<file path="config.mk">
export PLATFORM = sky130hd
export DESIGN_NAME = car_sensor_conditioner
export DESIGN_NICKNAME = d
export VERILOG_FILES = /design/src/rtl/traffic_pkg.sv /design/src/rtl/sync_2ff.sv /design/src/rtl/car_sensor_conditioner.sv
export SDC_FILE = /design/constraint.sdc
export NUM_CORES = 1
export LEC_CHECK = 0
export ABC_AREA = 1
export CAP_MARGIN = 15
export CORE_MARGIN = 10
export CORE_UTILIZATION = 35
export CTS_BUF_LIST = sky130_fd_sc_hd__clkbuf_2 sky130_fd_sc_hd__clkbuf_4 sky130_fd_sc_hd__clkbuf_8
export CTS_CLUSTER_SIZE = 12
export DETAILED_ROUTE_END_ITERATION = 10
export PLACE_DENSITY = 0.58
export SLEW_MARGIN = 5
export SYNTH_ARGS = -nofsm -noshare
export SYNTH_HDL_FRONTEND = slang
export SYNTH_HIERARCHICAL = 1
export SYNTH_SLANG_ARGS = --single-unit
</file>
<file path="constraint.sdc">
create_clock -name clock -period 1.28 [get_ports clock]
set_input_delay 0.128 -clock clock [delete_from_list [all_inputs] [get_ports clock]]
set_output_delay 0.128 -clock clock [all_outputs]
set_load 0.005 [all_outputs]
</file>
<file path="src/rtl/traffic_pkg.sv">
// Shared definitions for the traffic signal controller and its car sensor conditioner.
package traffic_pkg;

    // Light codes driven by the controller onto each road.
    typedef enum logic [1:0] {
        RED    = 2'd0,
        YELLOW = 2'd1,
        GREEN  = 2'd2
    } light_e;

    // Loop-detector debounce FSM states. S_FAULT is only reachable when the
    // stuck-sensor detector is compiled in.
    typedef enum logic [2:0] {
        S_IDLE    = 3'd0,
        S_QUAL    = 3'd1,
        S_PRESENT = 3'd2,
        S_LEAVE   = 3'd3,
        S_FAULT   = 3'd4
    } sensor_state_e;

endpackage

</file>
<file path="src/rtl/sync_2ff.sv">
// 1-bit two-flop synchroniser for an input asynchronous to clock; resets to 0.
module sync_2ff (
    input  logic clock,
    input  logic clear_n,
    input  logic d_i,
    output logic q_o
);

    logic meta_q;
    logic sync_q;

    // Two back-to-back flops; only the second stage is used downstream.
    always_ff @(posedge clock or negedge clear_n) begin
        if (!clear_n) begin
            meta_q <= 1'b0;
            sync_q <= 1'b0;
        end else begin
            meta_q <= d_i;
            sync_q <= meta_q;
        end
    end

    assign q_o = sync_q;

endmodule

</file>
<file path="src/rtl/car_sensor_conditioner.sv">
// Car sensor conditioner: synchronises and debounces the country-road loop
// detector, keeps a saturating count of waiting cars, retires one car per
// PASS_CYC grant cycles and raises X while any car waits.
// Optional stuck-sensor detection is compiled in with SENSOR_STUCK_DETECT_EN.
// DEBOUNCE_CYC must be at least 2.
module car_sensor_conditioner
    import traffic_pkg::*;
#(
    parameter int unsigned DEBOUNCE_CYC = 4,
    parameter int unsigned PASS_CYC     = 8,
    parameter int unsigned CNT_W        = 4
`ifdef SENSOR_STUCK_DETECT_EN
    ,
    parameter int unsigned STUCK_CYC    = 64
`endif
) (
    input  logic             clock,
    input  logic             clear_n,
    input  logic             sensor_raw,
    input  logic             cntry_grant,
    output logic             X,
    output logic [CNT_W-1:0] car_count,
    output logic             sensor_fault
);

    localparam int unsigned DebW  = $clog2(DEBOUNCE_CYC + 1);
    localparam int unsigned PassW = $clog2(PASS_CYC + 1);
    localparam logic [DebW-1:0]  DebLast  = DebW'(DEBOUNCE_CYC - 1);
    localparam logic [PassW-1:0] PassLast = PassW'(PASS_CYC - 1);
    localparam logic [CNT_W-1:0] CntMax   = {CNT_W{1'b1}};

    logic             sync_q;
    sensor_state_e    state_q, state_d;
    logic [DebW-1:0]  deb_cnt_q, deb_cnt_d;
    logic [PassW-1:0] pass_cnt_q, pass_cnt_d;
    logic [CNT_W-1:0] car_count_q, car_count_d;
    logic             x_q;
    logic             arrival;
    logic             departure;

    sync_2ff u_sync (
        .clock   (clock),
        .clear_n (clear_n),
        .d_i     (sensor_raw),
        .q_o     (sync_q)
    );

`ifdef SENSOR_STUCK_DETECT_EN
    localparam int unsigned StuckW = $clog2(STUCK_CYC + 1);
    localparam logic [StuckW-1:0] StuckLast = StuckW'(STUCK_CYC - 1);

    logic [StuckW-1:0] stuck_cnt_q, stuck_cnt_d;
    logic              fault_q;
`endif

    // Debounce FSM: qualifies one arrival per car, ignoring bounce on departure.
    always_comb begin
        state_d   = state_q;
        deb_cnt_d = deb_cnt_q;
        arrival   = 1'b0;
`ifdef SENSOR_STUCK_DETECT_EN
        stuck_cnt_d = '0;
`endif
        unique case (state_q)
            S_IDLE: begin
                if (sync_q) begin
                    state_d   = S_QUAL;
                    deb_cnt_d = DebW'(1);
                end
            end
            S_QUAL: begin
                if (!sync_q) begin
                    state_d   = S_IDLE;
                    deb_cnt_d = '0;
                end else if (deb_cnt_q == DebLast) begin
                    arrival   = 1'b1;
                    state_d   = S_PRESENT;
                    deb_cnt_d = '0;
                end else begin
                    deb_cnt_d = deb_cnt_q + DebW'(1);
                end
            end
            S_PRESENT: begin
                if (!sync_q) begin
                    state_d   = S_LEAVE;
                    deb_cnt_d = DebW'(1);
                end
            end
            S_LEAVE: begin
                if (sync_q) begin
                    // Bounce while leaving: same car, no new arrival.
                    state_d   = S_PRESENT;
                    deb_cnt_d = '0;
                end else if (deb_cnt_q == DebLast) begin
                    state_d   = S_IDLE;
                    deb_cnt_d = '0;
                end else begin
                    deb_cnt_d = deb_cnt_q + DebW'(1);
                end
            end
`ifdef SENSOR_STUCK_DETECT_EN
            S_FAULT: begin
                // Leave the fault only after a clean debounced low.
                if (sync_q) begin
                    deb_cnt_d = '0;
                end else if (deb_cnt_q == DebLast) begin
                    state_d   = S_IDLE;
                    deb_cnt_d = '0;
                end else begin
                    deb_cnt_d = deb_cnt_q + DebW'(1);
                end
            end
`endif
            default: begin
                state_d   = S_IDLE;
                deb_cnt_d = '0;
            end
        endcase

`ifdef SENSOR_STUCK_DETECT_EN
        // Consecutive high samples with a car present; overrides the FSM on expiry.
        if ((state_q == S_PRESENT || state_q == S_LEAVE) && sync_q) begin
            if (stuck_cnt_q == StuckLast) begin
                state_d     = S_FAULT;
                deb_cnt_d   = '0;
                stuck_cnt_d = '0;
            end else begin
                stuck_cnt_d = stuck_cnt_q + StuckW'(1);
            end
        end
`endif
    end

    // Pass timer: one departure per PASS_CYC consecutive grant cycles.
    always_comb begin
        pass_cnt_d = '0;
        departure  = 1'b0;
        if (cntry_grant) begin
            if (pass_cnt_q == PassLast) begin
                departure = 1'b1;
            end else begin
                pass_cnt_d = pass_cnt_q + PassW'(1);
            end
        end
    end

    // Waiting-car counter: saturating up, floored down, simultaneous events cancel.
    always_comb begin
        car_count_d = car_count_q;
        if (arrival && !departure) begin
            if (car_count_q != CntMax) begin
                car_count_d = car_count_q + CNT_W'(1);
            end
        end else if (departure && !arrival) begin
            if (car_count_q != '0) begin
                car_count_d = car_count_q - CNT_W'(1);
            end
        end
`ifdef SENSOR_STUCK_DETECT_EN
        if (state_d == S_FAULT) begin
            car_count_d = '0;
        end
`endif
    end

    // State and output registers; X tracks the next count so it moves with car_count.
    always_ff @(posedge clock or negedge clear_n) begin
        if (!clear_n) begin
            state_q     <= S_IDLE;
            deb_cnt_q   <= '0;
            pass_cnt_q  <= '0;
            car_count_q <= '0;
            x_q         <= 1'b0;
        end else begin
            state_q     <= state_d;
            deb_cnt_q   <= deb_cnt_d;
            pass_cnt_q  <= pass_cnt_d;
            car_count_q <= car_count_d;
            x_q         <= (car_count_d != '0);
        end
    end

`ifdef SENSOR_STUCK_DETECT_EN
    // Stuck-sensor counter and registered fault flag.
    always_ff @(posedge clock or negedge clear_n) begin
        if (!clear_n) begin
            stuck_cnt_q <= '0;
            fault_q     <= 1'b0;
        end else begin
            stuck_cnt_q <= stuck_cnt_d;
            fault_q     <= (state_d == S_FAULT);
        end
    end

    assign sensor_fault = fault_q;
`else
    assign sensor_fault = 1'b0;
`endif

    assign X         = x_q;
    assign car_count = car_count_q;

endmodule

</file>
==> results of run 1 <==
[cells by family (layout without fill, tap and decap cells)]
| group | after synthesis | after routing | synth area share, % |
|---|---|---|---|
| buffers and inverters | 24 | 58 | 10.38 |
| adder cells (fa/ha/maj) | 4 | 4 | 5.063 |
| XOR/XNOR | 2 | 2 | 1.772 |
| multiplexers | 1 | 1 | 1.139 |
| AO/OA/AOI/OAI | 9 | 9 | 5.569 |
| AND/OR/NAND/NOR | 70 | 70 | 35.19 |
| other | 1 | 1 | 0.3794 |
| flip-flops | 16 | 16 | 40.51 |
[worst register-to-register path, delay by kind of cell (launching register included)]
kind	cells	cell delay [ns]
flip-flops	1	0.41
adder cells (fa/ha/maj)	1	0.17
buffers and inverters	2	0.19
AND/OR/NAND/NOR	8	0.52
[state kept, by name, summed over array words and instances (netlist names), named ones only]
name           count
u_sync/meta_q      1
X                  1
pass_cnt_q         4
deb_cnt_q          3
u_sync/q_o         1
state_q            1
car_count          4
[worst min path at each step]
| stage | end | slack (ns) | depth (start not counted) |
|---|---|---|---|
| floorplan | X | -0.17 | 0 |
| global placement | u_sync/q_o | 0.34 | 0 |
| finish | car_count[3] | 0.16 | 2 |
| CTS | X | 0.15 | 2 |
| detailed placement | u_sync/q_o | 0.34 | 0 |
| global route | X | 0.17 | 2 |
[final cells by class]
class	count	area [sq um]	area share (%)
flip-flops and latches	16	404.1	28.56
repair buffers	32	257.7	18.21
well taps	31	38.79	2.741
multi-input cells	87	591.8	41.82
inverters	22	86.33	6.101
clock buffers	4	36.28	2.564
[cells in the mapped netlist, drive strengths merged]
| cell | n |
|---|---|
| xor2 | 2 |
| o21ai | 4 |
| ha | 4 |
| a21oi | 3 |
| nand2 | 43 |
| clkinv | 1 |
| nor2 | 11 |
| nand4 | 3 |
| o211ai | 2 |
| nand3 | 13 |
| buf | 2 |
| inv | 21 |
| mux2 | 1 |
| dfrtp | 16 |
| conb | 1 |
[what timing repair did]
| action | CTS | global route |
|---|---|---|
| resized for setup | 15 | 15 |
| hold buffers | 0 | 0 |
| endpoints found under the setup margin | 9 | 6 |
| buffers inserted | 3 | 4 |
| endpoints found under the hold margin | 0 | 0 |
| pin swaps | 9 | 12 |
[per-stage QoR]
stage                     power (uW)  worst slack, ns  hold slack [ns]
after floorplan                 1581         -0.03139          -0.1676
after global placement          2061          -0.1398           0.3359
after detailed placement        2104          -0.1781           0.3434
after CTS                       2506          -0.1124           0.1526
after global routing            2971          -0.2200           0.1680
final                           2720         -0.09873           0.1599
[power breakdown]
group	internal, uW	switching, uW
combinational	791	826
clock	173	165
sequential	644	121
total	1610	1110
[metal layers]
layer / track usage [%] / up-vias / part of all wire (%) / wire (um)
met4: 3.586 / 0 / 1.1 / 23
li1: - / 459 / - / -
met5: 0 / - / 0 / 0
met3: 1.497 / 4 / 4.3 / 94
met2: 14.04 / 14 / 52 / 1129
met1: 9.227 / 423 / 42 / 915
==> reports/results.ini, run 1 <==
[outcome]
status=complete, but fails checks
violations=setup timing

[setup_path]
end_kind=register
r2r_slack_ns=-0.1
crit_fanout=4
cp_slowest_cell=dfrtp_2
worst_ep_required_time_ns=1.47
worst_r2r_endpoint=X
r2r_start=car_count[1]
crit_type=register to register
critical_path_depth=11
crit_top_cell=nand2_1
critPathLaunchType=register
ff2ff_path_depth=11
max_stage_delay_ns=0.41
crit_chain=inv_2 -> ha_4 -> buf_4 -> nand4_1 -> nand2_2 -> nand2_1 -> nand2_1 -> nand2_1 -> nand2_2 -> nor2_2 -> nand2_1
cp_top_family=simple AND/OR/NAND/NOR gates
crit_end=X
arrival_ns=1.57
crit_buf_inv=2
crit_start=car_count[1]

[synth]
ys_warn_count=6
yosysTopAreaCell=dfrtp_1
ys_ff_latch=16
synthCells=127
syn-cell-area_sq_um=988.4
netlist_top_cells_area=dfrtp_1 (41%), nand2_1 (14%), inv_1 (6.5%)
synthDominantCellAreaShare_pct=40.51
synthDistinctLibCells=23
seq_area_frac_synth_pct=40.51
syn-num-nets=135
avgSynthCellArea_sq_um=7.783

[final_layout]
fin_area_sq_mm=0.001415
final_cell_mix=nand2_1 (30), buf_4 (24), dfrtp_1 (13)
area_growth_pct=43.16
num-nets-final=170
final_common_cell=nand2_1
fillers=256
instances_no_fill=192
final_util_pct=51.76
diodes=0
drive_above_1_share_pct=45.96

[placed_design]
gp_congestion=0.9280
dp_cells=181
port_buffers=8
placed_area_sq_mm=0.001239
place_hpwl_mm=1.565

[routing]
drt_iter0_drc=36
routed_wl_mm=2.163
vias_per_cell=4.688
via_count=900
wl_per_cell_um=11.27
drtAntennaViolNets=0
drc=0
drt_first_pass_iters=4

[floorplan]
start_util_pct=36.16
die-area_sq_mm=0.005349
core_area_sq_mm=0.002734
die_x_um=73.14
row_count=19
die_h_um=73.14
io_pins=10

[sta]
setup_ws_ns=-0.09873
fmax_ghz=0.7253
period_share_pct=107.7
min_period_ns=1.379
drv_slew=0
hold_viol=0
finClkSkew_ns=0.01175
tns_ns=-0.2567
finalSetupViolCount=3
rsz0062_at_grt=true

[global_route]
grt_pass1_wl_mm=3.567
antenna_found_initial=0
grt_pass1_vias=900
grt_max_degree=17
track_usage_pct=8.060
gr-total-overflow=0

[clock_tree]
clk_pin_slew_worst_paths_ns=0.11
clock_latency_ns=0.29
cts_max_path_buffers=2
htree_levels=1
cts_tree=yes
cts_root_buf=clkbuf_4
cts_inserted_buffers=3
clock_sinks=16

[hold_path]
hold_class=input port to async pin

[job]
max-cap-violations=0

[pwr]
p_per_area_mw_per_mm2=1922
leakage_uw=0.0006954
ir_drop_uv=1060

No activity file was read; power rests on OpenSTA's default activity.
==> run 2: changes to the inputs <==
--- a/config.mk
+++ b/config.mk
@@ -10,6 +10,7 @@
 export CORE_MARGIN = 10
 export CORE_UTILIZATION = 35
 export CTS_BUF_LIST = sky130_fd_sc_hd__clkbuf_2 sky130_fd_sc_hd__clkbuf_4 sky130_fd_sc_hd__clkbuf_8
+export CTS_CLUSTER_DIAMETER = 60
 export CTS_CLUSTER_SIZE = 12
 export DETAILED_ROUTE_END_ITERATION = 10
 export PLACE_DENSITY = 0.58
==> results of run 2 <==
No change in the layout: final DEF, timing and power equal those of run 1.
==> run 3: changes to the inputs <==
--- a/config.mk
+++ b/config.mk
@@ -9,7 +9,6 @@
 export CAP_MARGIN = 15
 export CORE_MARGIN = 10
 export CORE_UTILIZATION = 35
-export CTS_BUF_LIST = sky130_fd_sc_hd__clkbuf_2 sky130_fd_sc_hd__clkbuf_4 sky130_fd_sc_hd__clkbuf_8
 export CTS_CLUSTER_DIAMETER = 60
 export CTS_CLUSTER_SIZE = 12
 export DETAILED_ROUTE_END_ITERATION = 10
==> results of run 3 <==
No change in the layout: final DEF, timing and power equal those of run 1.
